===== src/rtl/id_ex_stage.sv =====
// rtl/id_ex_stage.sv - ID/EX pipeline register with operand forwarding and load-use bubbles
//
// Accepts one decoded instruction per cycle from ID, resolves its operands
// (register file, MEM/WB forwarding, immediate, PC) and registers the ALU
// inputs plus EX-stage control. A load in EX whose destination is read by
// the instruction in ID causes one bubble; bubbles are counted (saturating).
//
// Ports:
//   clk, rst_n                      clock, async active-low reset
//   id_valid / id_ready             ID handshake
//   id_rs1, id_rs2, id_rd           register indices
//   id_rs1_data, id_rs2_data        register file read data
//   id_imm, id_pc, id_alu_ctl       immediate, PC, ALU opcode
//   id_src_a_pc, id_src_b_imm       operand source selects
//   id_wb_en, id_is_load            writeback enable, load flag
//   mem_fwd_*, wb_fwd_*             forwarding sources (MEM wins over WB)
//   flush                           kill ID instruction and EX contents
//   ex_ready / ex_valid             EX downstream handshake
//   ALU_DA, ALU_DB, ALU_CTL         registered ALU inputs
//   ex_rd, ex_wb_en, ex_is_load     registered control
//   ex_store_data                   forwarded rs2 for stores
//   bubble_cnt                      saturating load-use bubble count
module id_ex_stage #(
  parameter int XLEN  = 32,
  parameter int CNT_W = 16
) (
  input  logic             clk,
  input  logic             rst_n,
  input  logic             id_valid,
  output logic             id_ready,
  input  logic [4:0]       id_rs1,
  input  logic [4:0]       id_rs2,
  input  logic [4:0]       id_rd,
  input  logic [XLEN-1:0]  id_rs1_data,
  input  logic [XLEN-1:0]  id_rs2_data,
  input  logic [XLEN-1:0]  id_imm,
  input  logic [XLEN-1:0]  id_pc,
  input  logic [3:0]       id_alu_ctl,
  input  logic             id_src_a_pc,
  input  logic             id_src_b_imm,
  input  logic             id_wb_en,
  input  logic             id_is_load,
  input  logic             mem_fwd_en,
  input  logic [4:0]       mem_fwd_rd,
  input  logic [XLEN-1:0]  mem_fwd_data,
  input  logic             wb_fwd_en,
  input  logic [4:0]       wb_fwd_rd,
  input  logic [XLEN-1:0]  wb_fwd_data,
  input  logic             flush,
  input  logic             ex_ready,
  output logic             ex_valid,
  output logic [XLEN-1:0]  ALU_DA,
  output logic [XLEN-1:0]  ALU_DB,
  output logic [3:0]       ALU_CTL,
  output logic [4:0]       ex_rd,
  output logic             ex_wb_en,
  output logic             ex_is_load,
  output logic [XLEN-1:0]  ex_store_data,
  output logic [CNT_W-1:0] bubble_cnt
);

  localparam logic [CNT_W-1:0] CNT_MAX = {CNT_W{1'b1}};
  localparam logic [CNT_W-1:0] CNT_ONE = {{(CNT_W-1){1'b0}}, 1'b1};

  logic             r_ex_valid;
  logic [XLEN-1:0]  r_alu_da;
  logic [XLEN-1:0]  r_alu_db;
  logic [3:0]       r_alu_ctl;
  logic [4:0]       r_ex_rd;
  logic             r_ex_wb_en;
  logic             r_ex_is_load;
  logic [XLEN-1:0]  r_store_data;
  logic [CNT_W-1:0] r_bubble_cnt;

  logic [XLEN-1:0]  w_fwd_rs1;
  logic [XLEN-1:0]  w_fwd_rs2;
  logic             w_hazard;
  logic             w_adv;

  // x0 always reads zero; the younger MEM result has priority over WB.
  always_comb begin
    w_fwd_rs1 = id_rs1_data;
    if (id_rs1 == 5'd0)
      w_fwd_rs1 = '0;
    else if (mem_fwd_en && (mem_fwd_rd == id_rs1))
      w_fwd_rs1 = mem_fwd_data;
    else if (wb_fwd_en && (wb_fwd_rd == id_rs1))
      w_fwd_rs1 = wb_fwd_data;
  end

  always_comb begin
    w_fwd_rs2 = id_rs2_data;
    if (id_rs2 == 5'd0)
      w_fwd_rs2 = '0;
    else if (mem_fwd_en && (mem_fwd_rd == id_rs2))
      w_fwd_rs2 = mem_fwd_data;
    else if (wb_fwd_en && (wb_fwd_rd == id_rs2))
      w_fwd_rs2 = wb_fwd_data;
  end

  // rs2 is checked even for immediate-form instructions: stores still read
  // rs2, and decoding which instructions really use it is not worth the cost.
  assign w_hazard = r_ex_valid && r_ex_is_load && (r_ex_rd != 5'd0) &&
                    ((r_ex_rd == id_rs1) || (r_ex_rd == id_rs2));
  assign w_adv    = !r_ex_valid || ex_ready;
  assign id_ready = flush || (w_adv && !w_hazard);

  always_ff @(posedge clk or negedge rst_n) begin
    if (!rst_n) begin
      r_ex_valid   <= 1'b0;
      r_alu_da     <= '0;
      r_alu_db     <= '0;
      r_alu_ctl    <= '0;
      r_ex_rd      <= '0;
      r_ex_wb_en   <= 1'b0;
      r_ex_is_load <= 1'b0;
      r_store_data <= '0;
      r_bubble_cnt <= '0;
    end else if (flush) begin
      r_ex_valid   <= 1'b0;
      r_ex_wb_en   <= 1'b0;
      r_ex_is_load <= 1'b0;
    end else if (w_adv) begin
      if (id_valid && w_hazard) begin
        r_ex_valid   <= 1'b0;
        r_ex_wb_en   <= 1'b0;
        r_ex_is_load <= 1'b0;
        if (r_bubble_cnt != CNT_MAX)
          r_bubble_cnt <= r_bubble_cnt + CNT_ONE;
      end else if (id_valid) begin
        r_ex_valid   <= 1'b1;
        r_alu_da     <= id_src_a_pc  ? id_pc  : w_fwd_rs1;
        r_alu_db     <= id_src_b_imm ? id_imm : w_fwd_rs2;
        r_alu_ctl    <= id_alu_ctl;
        r_ex_rd      <= id_rd;
        r_ex_wb_en   <= id_wb_en;
        r_ex_is_load <= id_is_load;
        r_store_data <= w_fwd_rs2;
      end else begin
        r_ex_valid   <= 1'b0;
        r_ex_wb_en   <= 1'b0;
        r_ex_is_load <= 1'b0;
      end
    end
  end

  assign ex_valid      = r_ex_valid;
  assign ALU_DA        = r_alu_da;
  assign ALU_DB        = r_alu_db;
  assign ALU_CTL       = r_alu_ctl;
  assign ex_rd         = r_ex_rd;
  assign ex_wb_en      = r_ex_wb_en;
  assign ex_is_load    = r_ex_is_load;
  assign ex_store_data = r_store_data;
  assign bubble_cnt    = r_bubble_cnt;

endmodule


===== config.mk =====
export PLATFORM = sky130hd
export DESIGN_NAME = id_ex_stage
export DESIGN_NICKNAME = d
export VERILOG_FILES = /design/src/rtl/id_ex_stage.sv
export SDC_FILE = /design/constraint.sdc
export NUM_CORES = 1
export LEC_CHECK = 0
export BUFFER_PORTS_ARGS = -buffer_cell sky130_fd_sc_hd__buf_2
export CORE_AREA = 2 2 140 142
export CTS_BUF_LIST = sky130_fd_sc_hd__clkbuf_4
export CTS_CLUSTER_SIZE = 28
export DETAILED_ROUTE_END_ITERATION = 10
export DIE_AREA = 0 0 142 144
export PLACE_DENSITY = 0.79
export SYNTH_ARGS = -nofsm -noshare
export SYNTH_HDL_FRONTEND = slang
export SYNTH_SLANG_ARGS = --single-unit
export TNS_END_PERCENT = 20

===== constraint.sdc =====
create_clock -name clk -period 3.3 [get_ports clk]
set_input_delay 0.66 -clock clk [delete_from_list [all_inputs] [get_ports clk]]
set_output_delay 0.66 -clock clk [all_outputs]
set_load 0.05 [all_outputs]

---- Word level (Yosys, flattened, before mapping) ----
Cells that the tools add are included.
storage, ports and cells
  latch bits .............................. 0
  memory bits (writable) .................. 0
  output and inout port bits .............. 125
  register bits after elaboration ......... 124
  memories ................................ 0
  bits in read-only memories .............. 0
  input port bits ......................... 232
cells by class
  bitwise logic cells ..................... 2
  reduce and logical (&&, ||, !) cells .... 20
  shifts and indexed selects .............. 0
  mux-type cells .......................... 20
  div/mod/pow operators ................... 0
  multiply operators ...................... 0
  magnitude comparators ................... 0
  eq/ne operators ......................... 7
  add/sub/neg operators ................... 1
operators by type and width
  operator               count
  $mux 32                8
  $eq 5x5->1             6
  $add 16x1->16 const B  1
  $ne 16x16->1 const B   1
  $mux 1                 12
  $logic_not 5->1        2
  $logic_and 1x1->1      9
  $reduce_and 4->1       2
  $reduce_bool 5->1      1
  $logic_or 1x1->1       3
  $logic_not 1->1        2
  $not 1->1              2
  $reduce_bool 2->1      1

---- Longest topological paths before layout ----
Gate-level depths: netlist of the first run.
  depth after elaboration ................. 7
  mapped depth ............................ 9

---- Worst setup path after synthesis of the first run ----
No wires, ideal clock.
  path kind ............................... reg-to-output
  start point ............................. register r_ex_rd[0], in the netlist ex_rd[0]
  end point ............................... output port id_ready
  arrival time ............................ 2.062 ns
  buffers on the path ..................... 1
  slack ................................... 0.578 ns
  stages on the path, launching flop included .. 6
  path through ............................ dfrtp_1 > or3_1 > o311a_1 > nand2_1 > buf_2 > a21o_1
on the way
  longest elaborated chain between the ends .. 6
  elaborated cells between the ends (all ways) .. 9
RTL lines
  item                                                          RTL line  source
  start, declared                                               69        logic [4:0] r_ex_rd;
  start signal, assigned                                        135       r_ex_rd <= id_rd;
  $eq 5x5->1 / $reduce_bool 5->1 (equally long branches)        104, 103
  $logic_or 1x1->1 / $logic_and 1x1->1 (equally long branches)  104, 103
  $logic_and 1x1->1 (*)                                         103       assign w_hazard = r_ex_valid && r_ex_is_load && (r_ex_rd != 5'd0) &&
  $logic_not 1->1 (*)                                           106       assign id_ready = flush || (w_adv && !w_hazard);
  $logic_and 1x1->1 (*)                                         106
  $logic_or 1x1->1 (*)                                          106
  end, declared                                                 30        output logic id_ready,
Every way passes the cells marked *; elsewhere a longest branch is shown, timed or not.

---- Worst setup path after layout of the first run ----
Ends and elaborated chain as after synthesis.

==> key figures, run 1 <==
Detailed routing
  – DRT Pass-1 Iters: 5
  – Initial drt markers: roughly 580
  – Vias/cell: 5.66
  – Wire per inst: between 20 and 25 um
  – Total wire length: ~28000 um
  – Routed Antenna Nets: 0
  – Via count: between 7000 and 8000
  – DRC viols: 0

Finish
  – Multi-input logic area: between 4000 and 5000 sq um
  – Nets: roughly 1400
  – Number of fill cells: 1806
  – Finished Core Util: 51.8%
  – Post-route cell area: a little under 10000 sq um
  – Ratio of cells with drive above 1 in the final layout: a little over two fifths
  – Reg area: around 3100 sq um
  – Synth-to-Final Area Change: 26.4%

Place
  – HPWL Detailed: about 21000 um
  – Gpl congestion: 0.915
  – Area of placed instances: around 9600 sq um
  – Pre-CTS setup slack: 0.448 ns
  – Buffers on Ports: around 360

Worst setup path
  – Setup crit end kind: output port
  – Crit-path max FO: 5
  – Slowest stage delay, CP: a little under 0.5 ns
  – CP Launch Type: flop
  – Critical path cell sequence: or3_1, o311a_1, nand2_1, a21o_1, buf_2
  – Critical Path RT: 2.64 ns
  – Slowest CP cell: dfrtp_1
  – Arr. time, crit path: ~2.3 ns
  – Setup CP Type: flop to output port

GRT
  – First-pass GRT wire length: approximately 42000 um
  – GRT Residual Overflow: 0
  – Largest net degree at the start of global routing: 83
  – Antenna violations before repair: 2
  – Vias in the first global route: about 7700
  – Tot GR Track Use: 27.0%

STA
  – Rel. slew slack: roughly 28%
  – Final slew viol count: 0
  – RSZ-0062 raised after global routing: no
  – Final setup viols: 0
  – Worst Tran Pin Value: around 1.1 ns
  – Clock skew: between 0.02 and 0.03 ns
  – Min cycle time layout: between 2 and 3 ns
  – Final Hold Vio Count: 0
  – Max Fclk: approximately 340 MHz
  – Final Cycle Share: about nine tenths
  – Final worst slack: between 0.3 and 0.4 ns
  – Fin Setup TNS: 0 ns

CTS
  – Clk slew on worst S/H paths: 0.13 ns
  – TritonCTS clock tree: done
  – PostCTS Resize Cnt: 0
  – Maximum root-to-sink buffer count: 2
  – Htree depth: 4
  – Inserted Clock Buffers: 17
  – Setup Buffers After CTS: 0
  – CTS Hold Bufs: 0
  – Clock sinks: between 100 and 150
  – CTS root buf: clkbuf_4
  – Worst-skew pair later-pin latency: approximately 0.56 ns

Run status
  – Status: finished clean

Power
  – LEAKAGE: 4.52 nW
  – Power Dens Cells: 520 nW/um^2
  – Peak supply drop: 0.000256 V
  – Post-route total power: ~5.1 mW

Min path
  – Worst hold-check path type: input port to async pin

Synth
  – Ys async rst share: 100%
  – Post-Synth Simple-Gate Area: roughly 20%
  – Synth Area in Compound Gates: 17.5%
  – Xor/xnor share of the synthesized area: approximately 4.8%
  – Synth Cell Area: roughly 7800 sq um
  – Mux contribution to synthesized area: 10.4%
  – Netlist cell types: 49
  – Leading register cell type out of synthesis: dfrtp_1
  – Yosys Warn Count: 0
  – Cells after Synth: 808
  – Sequential share of the synthesized area: roughly two fifths
  – Mean Syn Cell Area: ~9.7 sq um
  – Syn_nets: ~1000
  – Largest family of logic cells by synthesized area: simple AND/OR/NAND/NOR gates
  – Adder-cell share of the synthesized area: 0.160%
  – Number of synthesized flops with an enable pin: 0
  – Register bit total from synthesis: approximately 120

Floorplanning
  – Rows: 51
  – Die Ht: 144 um
  – Die area: between 20000 and 25000 sq um
  – # IOs: 357
  – Initial Utilization: just over 40%
  – Total core area: about 19000 sq um
  – Die Wd: 142 um

Job
  – Max-capacitance violation count: 0
through the flow:
stage | hold WS (ns) | instances
final | 0.159 | 1383
after floorplan | 0.364 | 808
after CTS | 0.125 | 1381
after global routing | 0.157 | 1383
after detailed placement | 0.486 | 1349
after global placement | 0.475 | 1349
where the power goes:
part | internal [mW] | total, mW | switching (mW)
Combinational | 0.578 | 2.02 | 1.44
Clock | 0.538 | 1.21 | 0.674
Sequential | 1.76 | 1.91 | 0.149
final cells by class:
| cell class | count | share of cell area, % |
|---|---|---|
| timing repair buffer | 378 | 20.3 |
| tap | 238 | 3.01 |
| multi-input combinational | 608 | 42.0 |
| inverter | 1 | 0.0380 |
| clock inverter | 15 | 1.91 |
| antenna | 2 | 0.0506 |
| sequential | 124 | 31.4 |
| clock buffer | 17 | 1.29 |
Yosys cell counts (2+ instances only):
master | number | area, sq um
buf_12 | 3 | 60.1
nand4b_1 | 32 | 280
mux2i_1 | 32 | 320
and3_1 | 2 | 12.5
or4_1 | 2 | 15.0
a311oi_1 | 2 | 17.5
clkbuf_8 | 12 | 165
xor2_1 | 21 | 184
dfrtp_1 | 124 | 3100
buf_6 | 8 | 90.1
nor4_1 | 6 | 37.5
mux2_2 | 44 | 495
nand4_1 | 9 | 56.3
xnor2_1 | 22 | 193
a311oi_2 | 30 | 450
a21oi_1 | 33 | 165
nor2_1 | 101 | 379
a22o_1 | 2 | 17.5
o21ai_0 | 32 | 160
buf_2 | 16 | 80.1
nand2_1 | 106 | 398
dlygate4sd1_1 | 5 | 43.8
buf_4 | 10 | 75.1
a311o_1 | 32 | 320
nor3_1 | 42 | 210
a31oi_1 | 31 | 194
clkbuf_1 | 19 | 71.3
nand2b_1 | 3 | 18.8
nand3_1 | 7 | 35.0
cell families (layout without fill, tap and decap cells):
group                      Yosys count  after routing
and+or+nand+nor                    321            321
AOI/OAI and AO/OA                  167            167
DFF                                124            124
muxes                               76             76
buffers and inverters               76            411
xor gates and xnor gates            43             43
adders and majority gates            1              1
other                                0              2
registers in the layout, indices dropped and copies added, names as in the netlist:
signal,count
ex_valid,1
ALU_DB,32
ex_is_load,1
ex_store_data,32
ALU_DA,32
ex_wb_en,1
bubble_cnt,16
ex_rd,5
ALU_CTL,4
critical path, delay by kind of cell (launching register included):
kind	cells	cell delay, ns
flops	1	0.49
buf+inv	1	0.25
simple gates	2	0.50
compound gates	2	0.46
worst paths after layout:
path | from | to | slack [ns] | cells after the start
worst max-delay path | ex_rd[0]$_DFFE_PN0P_ | id_ready | 0.39 | 5
worst max register to register | ex_rd[0]$_DFFE_PN0P_ | ALU_DA[26]$_DFFE_PN0P_ | 0.80 | 7
worst min-delay path | rst_n | ALU_CTL[3]$_DFFE_PN0P_ | 0.16 | 1
worst min register to register | bubble_cnt[12]$_DFFE_PN0P_ | bubble_cnt[12]$_DFFE_PN0P_ | 0.51 | 1
min in group clk | id_is_load | ex_is_load$_DFFE_PN0P_ | 0.31 | 2
max in group asynchronous | rst_n | ex_store_data[15]$_DFFE_PN0P_ | 2.40 | 2
placed cells by master (no fill, tap or decap), types with 3 or more instances in the layout:
| cell | Yosys | routed |
|---|---|---|
| buf_2 | 16 | 355 |
| o21ai_0 | 32 | 32 |
| a21oi_1 | 33 | 32 |
| nand3_1 | 7 | 6 |
| nor2_1 | 101 | 100 |
| mux2_2 | 44 | 44 |
| xnor2_1 | 22 | 22 |
| a31oi_1 | 31 | 31 |
| clkinv_4 | 0 | 5 |
| clkbuf_4 | 0 | 17 |
| bufinv_16 | 0 | 3 |
| nand2b_1 | 3 | 3 |
| nand2_1 | 106 | 106 |
| nor4_1 | 6 | 6 |
| buf_12 | 3 | 4 |
| mux2i_1 | 32 | 32 |
| nor3_1 | 42 | 42 |
| xor2_1 | 21 | 20 |
| a311o_1 | 32 | 32 |
| inv_6 | 0 | 4 |
| nand4_1 | 9 | 9 |
| nand4b_1 | 32 | 32 |
| a311oi_2 | 30 | 30 |
| buf_4 | 10 | 18 |
| dfrtp_1 | 124 | 124 |
per-layer routing:
layer | track usage [%] | wire (um) | up-vias
li1 | - | - | 3609
met1 | 31.7 | 11000 | 3724
met2 | 47.3 | 14000 | 426
met3 | 6.39 | 2390 | 62
met4 | 11.7 | 727 | 0
met5 | 0 | 0 | -
(Power assumes the default switching activity.)
==> run 2: changes to the inputs <==
- PLACE_DENSITY: 0.79 -> 0.72
==> run 2 against run 1 <==
Net effect:
- flip-flop and latch count did not move
- critical endpoint unchanged
- critical path type unchanged
- clock power decreased by 12%
- clock skew fell by 0.0015 ns
==> key figures, run 2 (same netlist as run 1, synthesis figures left out) <==
Run status
  – Status: finished clean (unchanged)

Worst setup path
  – R2r startpoint: ex_rd[0]$_DFFE_PN0P_ (unchanged)
  – Reg2reg end: ex_store_data[21]$_DFFE_PN0P_ (was ALU_DA[26]$_DFFE_PN0P_)
  – Critical path cell sequence: or3_1, o311a_1, nand2_1, a21o_1, buf_2 (unchanged)
  – Setup CP Type: flop to output port (unchanged)
  – Crit path launch: ex_rd[0]$_DFFE_PN0P_ (unchanged)
  – CP Launch Type: flop (unchanged)
  – Worst R2R Setup Slack: 0.83 ns (was 0.80 ns)
  – Slowest CP cell: dfrtp_1 (unchanged)
  – Setup crit end kind: output port (unchanged)
  – Arr. time, crit path: 2.23 ns (was 2.25 ns)
  – Critical Path RT: 2.64 ns (about the same)
  – Crit-path max FO: 5 (unchanged)
  – Slowest stage delay, CP: 0.50 ns (was 0.49 ns)
  – Worst reg2reg path depth: 5 (was 7)

Detailed routing
  – Initial drt markers: 502 (was 576)
  – Via count: 7803 (was 7821)
  – Total wire length: 28700 um (was 28000 um)
  – Wire per inst: 20.7 um (was 20.3 um)
  – Routed Antenna Nets: 0 (unchanged)
  – DRT Pass-1 Iters: 5 (unchanged)
  – Vias/cell: 5.64 (was 5.66)
  – DRC viols: 0 (unchanged)

GRT
  – First-pass GRT wire length: 42500 um (was 42100 um)
  – Vias in the first global route: 7438 (was 7657)
  – Largest net degree at the start of global routing: 104 (was 83)
  – Antenna violations before repair: 3 (was 2)
  – GRT Residual Overflow: 0 (unchanged)
  – Tot GR Track Use: 27.2% (was 27.0%)

Power
  – LEAKAGE: 4.50 nW (was 4.52 nW)
  – Peak supply drop: 0.000292 V (was 0.000256 V)
  – Power Dens Cells: 507 nW/um^2 (was 520 nW/um^2)

Floorplanning
  – Die Ht: 144 um (unchanged)
  – Die Wd: 142 um (unchanged)
  – Rows: 51 (unchanged)
  – # IOs: 357 (unchanged)
  – Total core area: 19100 sq um (unchanged)
  – Initial Utilization: 41.0% (unchanged)
  – Die area: 20400 sq um (unchanged)

STA
  – Clock skew: 0.0266 ns (was 0.0280 ns)
  – Fin Setup TNS: 0 ns (unchanged)
  – Rel. slew slack: 24.3% (was 28.3%)
  – Final setup viols: 0 (unchanged)
  – Final Cycle Share: 87.7% (was 88.1%)
  – Final Hold Vio Count: 0 (unchanged)
  – Worst Tran Pin Value: 1.14 ns (was 1.08 ns)
  – Final worst slack: 0.406 ns (was 0.394 ns)
  – Final slew viol count: 0 (unchanged)
  – Fin Hold WS: 0.113 ns (was 0.159 ns)
  – RSZ-0062 raised after global routing: no (unchanged)
  – Max Fclk: 346 MHz (was 344 MHz)
  – Min cycle time layout: 2.89 ns (was 2.91 ns)

Finish
  – Nets: 1362 (was 1363)
  – Most frequent cells in the layout: buf_2 (355), dfrtp_1 (124), nand2_1 (105) (was buf_2 (355), dfrtp_1 (124), nand2_1 (106))
  – Number of fill cells: 1850 (was 1806)
  – Finished Core Util: 51.6% (was 51.8%)
  – Ratio of cells with drive above 1 in the final layout: 43.4% (was 43.5%)
  – Synth-to-Final Area Change: 25.8% (was 26.4%)
  – Post-Layout Cell Count: 1383 (unchanged)
  – Commonest non-fill, non-tap cell in the layout: buf_2 (unchanged)

CTS
  – Clock sinks: 124 (unchanged)
  – Setup Buffers After CTS: 0 (unchanged)
  – CTS Hold Bufs: 0 (unchanged)
  – CTS root buf: clkbuf_4 (unchanged)
  – Inserted Clock Buffers: 17 (unchanged)
  – Worst-skew pair later-pin latency: 0.52 ns (was 0.56 ns)
  – Maximum root-to-sink buffer count: 2 (unchanged)
  – TritonCTS clock tree: done (unchanged)
  – Clk slew on worst S/H paths: 0.13 ns (about the same)
  – PostCTS Resize Cnt: 0 (unchanged)
  – Htree depth: 4 (unchanged)

Min path
  – Worst hold-check path type: input port to async pin (unchanged)

Place
  – Pre-CTS setup slack: 0.463 ns (was 0.448 ns)
  – HPWL Detailed: 20500 um (was 21100 um)
  – Inst Count DP: 1348 (was 1349)
  – Gpl congestion: 0.889 (was 0.915)
  – Buffers on Ports: 356 (unchanged)

Job
  – Max-capacitance violation count: 0 (unchanged)
-- run 2: report_power, final --
group	switching [mW]	internal [mW]
logic	1.45	0.577
registers	0.154	1.76
clock network	0.673	0.384
-- run 2: layout make-up --
class	instances	area (sq um)	share of cell area, %
Clock inverter	15	136	1.39
Antenna cell	3	7.51	0.0763
Clock buffer	17	128	1.30
Inverter	1	3.75	0.0382
Sequential cell	124	3100	31.5
Tap cell	238	298	3.03
Timing Repair Buffer	377	2000	20.3
Multi-Input combinational cell	608	4170	42.4
-- run 2: how the worst max path moves through the flow --
stage / endpoint / cells past startpoint / slack (ns)
2_1_floorplan: id_ready / 5 / 0.58
3_3_place_gp: ex_store_data[6]$_DFFE_PN0P_ / 6 / 0.47
3_5_place_dp: ex_store_data[6]$_DFFE_PN0P_ / 6 / 0.46
4_1_cts: id_ready / 5 / 0.36
5_1_grt: id_ready / 5 / 0.29
6_report: id_ready / 5 / 0.41
-- run 2: metal layers --
metal	global-route usage [%]	share of wire, %	routed length [um]	vias up
met5	0	0	0	-
met4	7.79	1.6	454	0
met3	7.22	9.1	2610	28
met2	46.2	49	14100	419
met1	34.3	40	11500	3737
li1	-	-	-	3619
-- run 2: worst max-delay path: cells and delay by family (launching register included) --
family / cells / cell delay, ns
flops: 1 / 0.50
compound gates: 2 / 0.47
buf+inv: 1 / 0.25
simple gates: 2 / 0.51
-- run 2: metrics by stage --
step	power [mW]	cell area (sq um)
CTS	5.03	9830
global placement	3.94	9570
floorplan	3.34	7820
detailed placement	3.97	9570
finish	4.99	9840
global route	5.22	9840
